### config.mk
export PLATFORM = sky130hd
export DESIGN_NAME = sevenseg_mux
export DESIGN_NICKNAME = d
export VERILOG_FILES = /design/src/rtl/sevenseg_mux.sv
export SDC_FILE = /design/constraint.sdc
export NUM_CORES = 1
export LEC_CHECK = 0
export CORE_ASPECT_RATIO = 1.5
export CORE_MARGIN = 4
export CORE_UTILIZATION = 25
export CTS_BUF_LIST = sky130_fd_sc_hd__clkbuf_4
export CTS_CLUSTER_DIAMETER = 80
export DETAILED_ROUTE_END_ITERATION = 8
export HOLD_SLACK_MARGIN = 0.15
export PLACE_DENSITY_LB_ADDON = 0.08
export SLEW_MARGIN = 20
export SYNTH_ARGS = -nofsm -noshare
export SYNTH_HDL_FRONTEND = slang
export SYNTH_SLANG_ARGS = --single-unit
export TNS_END_PERCENT = 50
### constraint.sdc
create_clock -name in_clk -period 4.2 [get_ports in_clk]
set_clock_uncertainty 0.05 [all_clocks]
set_input_delay 0.84 -clock in_clk [delete_from_list [all_inputs] [get_ports in_clk]]
set_output_delay 0.84 -clock in_clk [all_outputs]
set_load 0.005 [all_outputs]
### src/rtl/sevenseg_mux.sv
// rtl/sevenseg_mux.sv - time-multiplexed seven-segment display driver
//
// Purpose:
//   Scans NUM_DIGITS seven-segment digits one slot at a time. Every slot
//   begins with GAP_CYCLES blank cycles (anti-ghosting), then the digit is
//   lit whenever the free-running PWM counter is <= in_bright. New values
//   are captured into pending registers and only copied to the displayed
//   (shadow) registers at a frame boundary, so a frame never mixes old and
//   new digits.
//
// Optional feature:
//   SEVENSEG_MUX_BLANK_ZEROS_EN - leading-zero blanking (digit 0 never blanked).
//
// Ports:
//   in_clk         system clock
//   in_rst         synchronous reset, active-high
//   in_update      strobe: capture in_value / in_dp into pending regs
//   in_value       packed hex digits, [3:0] = digit 0 (rightmost)
//   in_dp          decimal point per digit
//   in_bright      brightness, 0 = dimmest, all-ones = full on
//   out_leds       segment pattern of the active digit
//   out_dp         decimal point of the active digit
//   out_digit_sel  one-hot digit select, or all inactive
//   out_frame      one-cycle pulse aligned with the first outputs of digit 0

module sevenseg_mux #(
  parameter int NUM_DIGITS        = 4,
  parameter int MAIN_CLK          = 50000000,
  parameter int SCAN_CLK          = 1000,
  parameter int GAP_CYCLES        = 16,
  parameter int BRIGHT_BITS       = 3,
  parameter bit ZERO_IS_ON        = 1'b0,
  parameter bit SEL_ZERO_IS_ON    = 1'b0,
  parameter bit INVERSE_NUMBERING = 1'b0
) (
  input  logic                      in_clk,
  input  logic                      in_rst,
  input  logic                      in_update,
  input  logic [4*NUM_DIGITS-1:0]   in_value,
  input  logic [NUM_DIGITS-1:0]     in_dp,
  input  logic [BRIGHT_BITS-1:0]    in_bright,
  output logic [6:0]                out_leds,
  output logic                      out_dp,
  output logic [NUM_DIGITS-1:0]     out_digit_sel,
  output logic                      out_frame
);

  localparam int SLOT_LEN = MAIN_CLK / SCAN_CLK;
  localparam int SLOT_W   = (SLOT_LEN > 1) ? $clog2(SLOT_LEN) : 1;
  localparam int IDX_W    = (NUM_DIGITS > 1) ? $clog2(NUM_DIGITS) : 1;

  localparam logic [SLOT_W-1:0]      SLOT_LAST = SLOT_W'(SLOT_LEN - 1);
  localparam logic [SLOT_W-1:0]      GAP_END   = SLOT_W'(GAP_CYCLES);
  localparam logic [IDX_W-1:0]       IDX_LAST  = IDX_W'(NUM_DIGITS - 1);

  // Inactive levels of every pin, used both in reset and while a digit is off.
  localparam logic [6:0]             SEG_OFF   = {7{ZERO_IS_ON}};
  localparam logic                   DP_OFF    = ZERO_IS_ON;
  localparam logic [NUM_DIGITS-1:0]  SEL_OFF   = {NUM_DIGITS{SEL_ZERO_IS_ON}};

  // ------------------------------------------------------------------
  // State
  // ------------------------------------------------------------------
  logic [SLOT_W-1:0]        slot_ctr;
  logic [IDX_W-1:0]         idx;
  logic [BRIGHT_BITS-1:0]   pwm_ctr;

  logic [4*NUM_DIGITS-1:0]  shadow_value;
  logic [NUM_DIGITS-1:0]    shadow_dp;
  logic [4*NUM_DIGITS-1:0]  pend_value;
  logic [NUM_DIGITS-1:0]    pend_dp;
  logic                     pend_flag;

  // ------------------------------------------------------------------
  // Combinational next-output signals
  // ------------------------------------------------------------------
  logic                     slot_wrap;
  logic                     frame_wrap;
  logic [3:0]               cur_digit;
  logic                     cur_dp;
  logic [6:0]               seg_pattern;
  logic                     blanked;
  logic                     digit_on;
  logic [NUM_DIGITS-1:0]    sel_onehot;
  logic [6:0]               leds_next;
  logic                     dp_next;
  logic [NUM_DIGITS-1:0]    sel_next;
  logic                     frame_next;

  // Standard hex table, segment a on bit 6 down to g on bit 0.
  function automatic logic [6:0] hex_to_seg(input logic [3:0] hex);
    logic [6:0] seg;
    case (hex)
      4'h0:    seg = 7'h7e;
      4'h1:    seg = 7'h30;
      4'h2:    seg = 7'h6d;
      4'h3:    seg = 7'h79;
      4'h4:    seg = 7'h33;
      4'h5:    seg = 7'h5b;
      4'h6:    seg = 7'h5f;
      4'h7:    seg = 7'h70;
      4'h8:    seg = 7'h7f;
      4'h9:    seg = 7'h7b;
      4'ha:    seg = 7'h77;
      4'hb:    seg = 7'h1f;
      4'hc:    seg = 7'h4e;
      4'hd:    seg = 7'h3d;
      4'he:    seg = 7'h4f;
      default: seg = 7'h47;
    endcase
    return seg;
  endfunction

  function automatic logic [6:0] reverse7(input logic [6:0] v);
    logic [6:0] r;
    for (int b = 0; b < 7; b++) begin
      r[b] = v[6-b];
    end
    return r;
  endfunction

  assign slot_wrap  = (slot_ctr == SLOT_LAST);
  assign frame_wrap = slot_wrap && (idx == IDX_LAST);

  // Select the shadow digit under scan. idx never exceeds NUM_DIGITS-1
  // because it wraps explicitly, so the part-select stays in range.
  always_comb begin
    cur_digit  = 4'h0;
    cur_dp     = 1'b0;
    sel_onehot = '0;
    for (int i = 0; i < NUM_DIGITS; i++) begin
      if (idx == IDX_W'(i)) begin
        cur_digit     = shadow_value[4*i +: 4];
        cur_dp        = shadow_dp[i];
        sel_onehot[i] = 1'b1;
      end
    end
  end

`ifdef SEVENSEG_MUX_BLANK_ZEROS_EN
  // zero_from[i]: digits i..NUM_DIGITS-1 are all 0 with no decimal point.
  logic [NUM_DIGITS-1:0] zero_from;

  always_comb begin
    zero_from = '0;
    zero_from[NUM_DIGITS-1] = (shadow_value[4*(NUM_DIGITS-1) +: 4] == 4'h0) &&
                              !shadow_dp[NUM_DIGITS-1];
    for (int i = NUM_DIGITS - 2; i >= 0; i--) begin
      zero_from[i] = zero_from[i+1] && (shadow_value[4*i +: 4] == 4'h0) &&
                     !shadow_dp[i];
    end
  end

  always_comb begin
    blanked = 1'b0;
    for (int i = 1; i < NUM_DIGITS; i++) begin
      if (idx == IDX_W'(i)) begin
        blanked = zero_from[i];
      end
    end
  end
`else
  assign blanked = 1'b0;
`endif

  // in_bright is compared live so a brightness change acts on the next
  // PWM comparison without waiting for a frame boundary.
  assign digit_on = (slot_ctr >= GAP_END) && (pwm_ctr <= in_bright) && !blanked;

  always_comb begin
    seg_pattern = hex_to_seg(cur_digit);
    if (INVERSE_NUMBERING) begin
      seg_pattern = reverse7(seg_pattern);
    end
  end

  always_comb begin
    leds_next  = SEG_OFF;
    dp_next    = DP_OFF;
    sel_next   = SEL_OFF;
    // Registered alongside the digit-0 outputs so the pulse lines up with
    // the first pin values of the new frame.
    frame_next = (slot_ctr == '0) && (idx == '0);
    if (digit_on) begin
      leds_next = seg_pattern ^ SEG_OFF;
      dp_next   = cur_dp ^ DP_OFF;
      sel_next  = sel_onehot ^ SEL_OFF;
    end
  end

  // ------------------------------------------------------------------
  // Counters, tear-free value capture and output registers
  // ------------------------------------------------------------------
  always_ff @(posedge in_clk) begin
    if (in_rst) begin
      slot_ctr      <= '0;
      idx           <= '0;
      pwm_ctr       <= '0;
      shadow_value  <= '0;
      shadow_dp     <= '0;
      pend_value    <= '0;
      pend_dp       <= '0;
      pend_flag     <= 1'b0;
      out_leds      <= SEG_OFF;
      out_dp        <= DP_OFF;
      out_digit_sel <= SEL_OFF;
      out_frame     <= 1'b0;
    end else begin
      pwm_ctr <= pwm_ctr + BRIGHT_BITS'(1);

      if (slot_wrap) begin
        slot_ctr <= '0;
        idx      <= (idx == IDX_LAST) ? '0 : idx + IDX_W'(1);
      end else begin
        slot_ctr <= slot_ctr + SLOT_W'(1);
      end

      if (frame_wrap && pend_flag) begin
        shadow_value <= pend_value;
        shadow_dp    <= pend_dp;
        pend_flag    <= 1'b0;
      end

      // Placed after the boundary copy so a strobe in the boundary cycle
      // keeps the flag set and lands in the following frame.
      if (in_update) begin
        pend_value <= in_value;
        pend_dp    <= in_dp;
        pend_flag  <= 1'b1;
      end

      out_leds      <= leds_next;
      out_dp        <= dp_next;
      out_digit_sel <= sel_next;
      out_frame     <= frame_next;
    end
  end

endmodule

==> results.sh <==
export IMPL_die_h_um=147.0
export IMPL_synth_distinct_cells=35
export IMPL_async_reset_ff_share_pct=0
export IMPL_post_cts_buffers=0
export IMPL_vias=2379
export IMPL_status="finished clean"
export IMPL_drt_iter0_drc=58
export IMPL_wl_per_cell_um=13.91
export IMPL_post_route_util_pct=30.64
export IMPL_fin_crit_ps=2699
export IMPL_synth_simple_area_share_pct=19.69
export IMPL_port_buffers=38
export IMPL_dr_pass1_iters=4
export IMPL_synth_cells=344
export IMPL_synthXorXnorAreaFrac_pct=4.078
export IMPL_cts_root_buffer="clkbuf_4"
export IMPL_final_hold_violation_count=0
export IMPL_synth_fp_nets=387
export IMPL_maxCapViolations=0
export IMPL_synth_seq_cells=75
export IMPL_leakage_nw=1.469
export IMPL_synth_compound_area_share_pct=5.631
export IMPL_drc=0
export IMPL_synth_mux_area_share_pct=13.05
export IMPL_setup_worst_path_class="reg -> reg"
export IMPL_drive_above_1_share_pct=5.483
export IMPL_dp_hpwl_um=5309
export IMPL_grtUsageTotal_pct=10.92
export IMPL_endpoint_kind="flip-flop"
export IMPL_final_nets=422
export IMPL_hp_class="reg -> reg"
export IMPL_synthAdderAreaFrac_pct=6.602
export IMPL_clkLatencyLatePin_ps=410
export IMPL_die_w_um=100.7
export IMPL_pin_count=39
export IMPL_instances_no_fill=540
export IMPL_power_mw=1.186
export IMPL_slowest_stage="a221oi_1"
export IMPL_yosysTopAreaCell="dfxtp_1"
export IMPL_ys_top_cells_by_area="dfxtp_1 (47%), mux2i_1 (13%), nor2_1 (8.3%)"
export IMPL_synth_most_common_cell="dfxtp_1"
export IMPL_ys_flop_type="dfxtp_1"
export IMPL_overflow=0
export IMPL_syn_area_per_cell_sq_um=9.366
export IMPL_cp_arrival_ps=3000
export IMPL_vias_per_cell=4.406
export IMPL_slew_limit_headroom_pct=50.20
export IMPL_drt_total_wl_um=7511
export IMPL_placed_cells=524
export IMPL_vdd_ir_drop_max_mv=0.08373
export IMPL_start_util_pct=25.62
export IMPL_synth_top_family_by_area="simple AND/OR/NAND/NOR gates"
export IMPL_coreArea_sq_um=12570
export IMPL_nFillCells=1341
export IMPL_crit_chain="ha_1 > a211oi_1 > a221oi_1 > inv_1 > ha_1 > nor3_1 > nor2_1 > a21oi_1"
export IMPL_yosysWarningCount=0
export IMPL_grt_antenna_before_repair=1
export IMPL_slew_violations=0
export IMPL_worstPathMaxFanout=15
export IMPL_die_area_sq_um=14810
export IMPL_cts_path_max_buffers=2
export IMPL_grt_pass1_vias=2421
export IMPL_slowest_delay_ps=660
export IMPL_rsz0062_at_grt="false"
export IMPL_netlist_area_sq_um=3222
export IMPL_grt_pass1_wl_um=12470
export IMPL_synth_top_area_share_pct=46.60
export IMPL_cts_buffers=9
export IMPL_yosysSeqAreaShare_pct=46.60
export IMPL_ant_nets=0
export IMPL_hold_buffers=0
export IMPL_cts_sinks=75
export IMPL_tns_ps=0
export IMPL_crit_required_ps=4500
export IMPL_setup_viol=0
export IMPL_startpoint_type="flip-flop"
export IMPL_gp_congestion=0.7851
export IMPL_cts_resized=0
export IMPL_rows=50
export IMPL_synthTopCellsByCount="dfxtp_1 (75), nor2_1 (71), mux2i_1 (42)"
export IMPL_path_clk_slew_ps=120
export IMPL_tightest_slew_ps=742.0
export IMPL_grt_max_degree=45
export IMPL_cpMostUsedCell="ha_1"
export IMPL_h_tree_depth=3
export IMPL_p_per_area_nw_per_um2=308.0
export IMPL_area_growth_pct=19.57
export IMPL_cts_tree="yes"
export IMPL_synth_edf_count=0
export IMPL_clock_fmax_mhz=370.5
export IMPL_fin_crit_sh_pct=64.27
## layout make-up
class | instances | area (sq um) | area share [%]
sequential | 75 | 1501 | 38.97
inverter | 18 | 67.56 | 1.754
tap | 156 | 195.2 | 5.067
antenna | 1 | 2.502 | 0.06496
clock inverter | 4 | 18.77 | 0.4872
clock buffer | 11 | 82.58 | 2.144
multi-input combinational | 234 | 1587 | 41.18
timing repair buffer | 41 | 397.9 | 10.33
## final timing paths
| kind | end | cells after the start | start | slack (ps) |
|---|---|---|---|---|
| setup / recovery | out_leds[6] | 8 | idx[0] | 1500 |
| hold / removal | slot_ctr[0] | 1 | slot_ctr[0] | 420 |
| setup reg to reg | out_leds[6] | 8 | idx[0] | 1500 |
| hold reg to reg | slot_ctr[0] | 1 | slot_ctr[0] | 420 |
## sequential cells by signal (all words and copies together) (netlist names)
name,flops
idx,2
out_digit_sel,4
out_dp,1
out_frame,1
out_leds,7
pend_dp,4
pend_flag,1
pend_value,16
pwm_ctr,3
shadow_dp,4
shadow_value,16
slot_ctr,16
## routing by layer
layer	up-vias	GRT usage (%)	share of wire (%)
met2	32	19.16	52
li1	1248	-	-
met4	0	5.866	2.5
met3	11	2.850	3.8
met5	-	0	0
met1	1088	11.68	41
## through the flow
stage          hold WS [ps]  setup slack (ps)  cell area [sq um]
2_1_floorplan         367.3              1846               3222
3_3_place_gp          393.6              1294               3749
3_5_place_dp          398.5              1227               3749
4_1_cts               427.6              1429               3850
5_1_grt               453.2              1195               3852
6_report              419.4              1501               3852
## logic make-up after synthesis
logic type               after synthesis
AND/OR/NAND/NOR                      135
multiplexers                          42
adder cells (fa/ha/maj)               17
AO/OA/AOI/OAI                         25
flip-flops                            75
buffers and inverters                 35
XOR/XNOR                              15
## power breakdown
group,internal [mW],switching [mW]
registers,0.729,0.0115
clock network,0.127,0.241
logic,0.0438,0.0336
total,0.900,0.286
## worst max-delay path, delay by kind of cell (launching register included)
kind,cells,cell delay (ps)
AO/OA/AOI/OAI,3,870
adder cells (fa/ha/maj),2,780
flip-flops,1,410
buffers and inverters,1,260
AND/OR/NAND/NOR,2,260
## layout by cell type, fill, tap and decap left out, types with 2 or more instances in the layout
cell / count
a21oi_1: 5
a221oi_1: 5
a311o_1: 2
a311oi_1: 3
and3_1: 3
and4_1: 2
buf_4: 3
clkbuf_4: 11
clkdlybuf4s50_1: 37
clkinv_2: 3
dfxtp_1: 75
ha_1: 17
inv_1: 18
mux2i_1: 42
nand2_1: 15
nand2b_1: 2
nand3_1: 8
nand3b_1: 4
nand4_1: 5
nor2_1: 71
nor2b_1: 5
nor3_1: 7
nor3b_1: 3
nor4_1: 2
nor4_2: 2
o211ai_1: 2
o21ai_0: 5
or3_1: 3
or4_1: 2
xnor2_1: 7
xor2_1: 8
No activity file was read; power rests on OpenSTA's default activity.
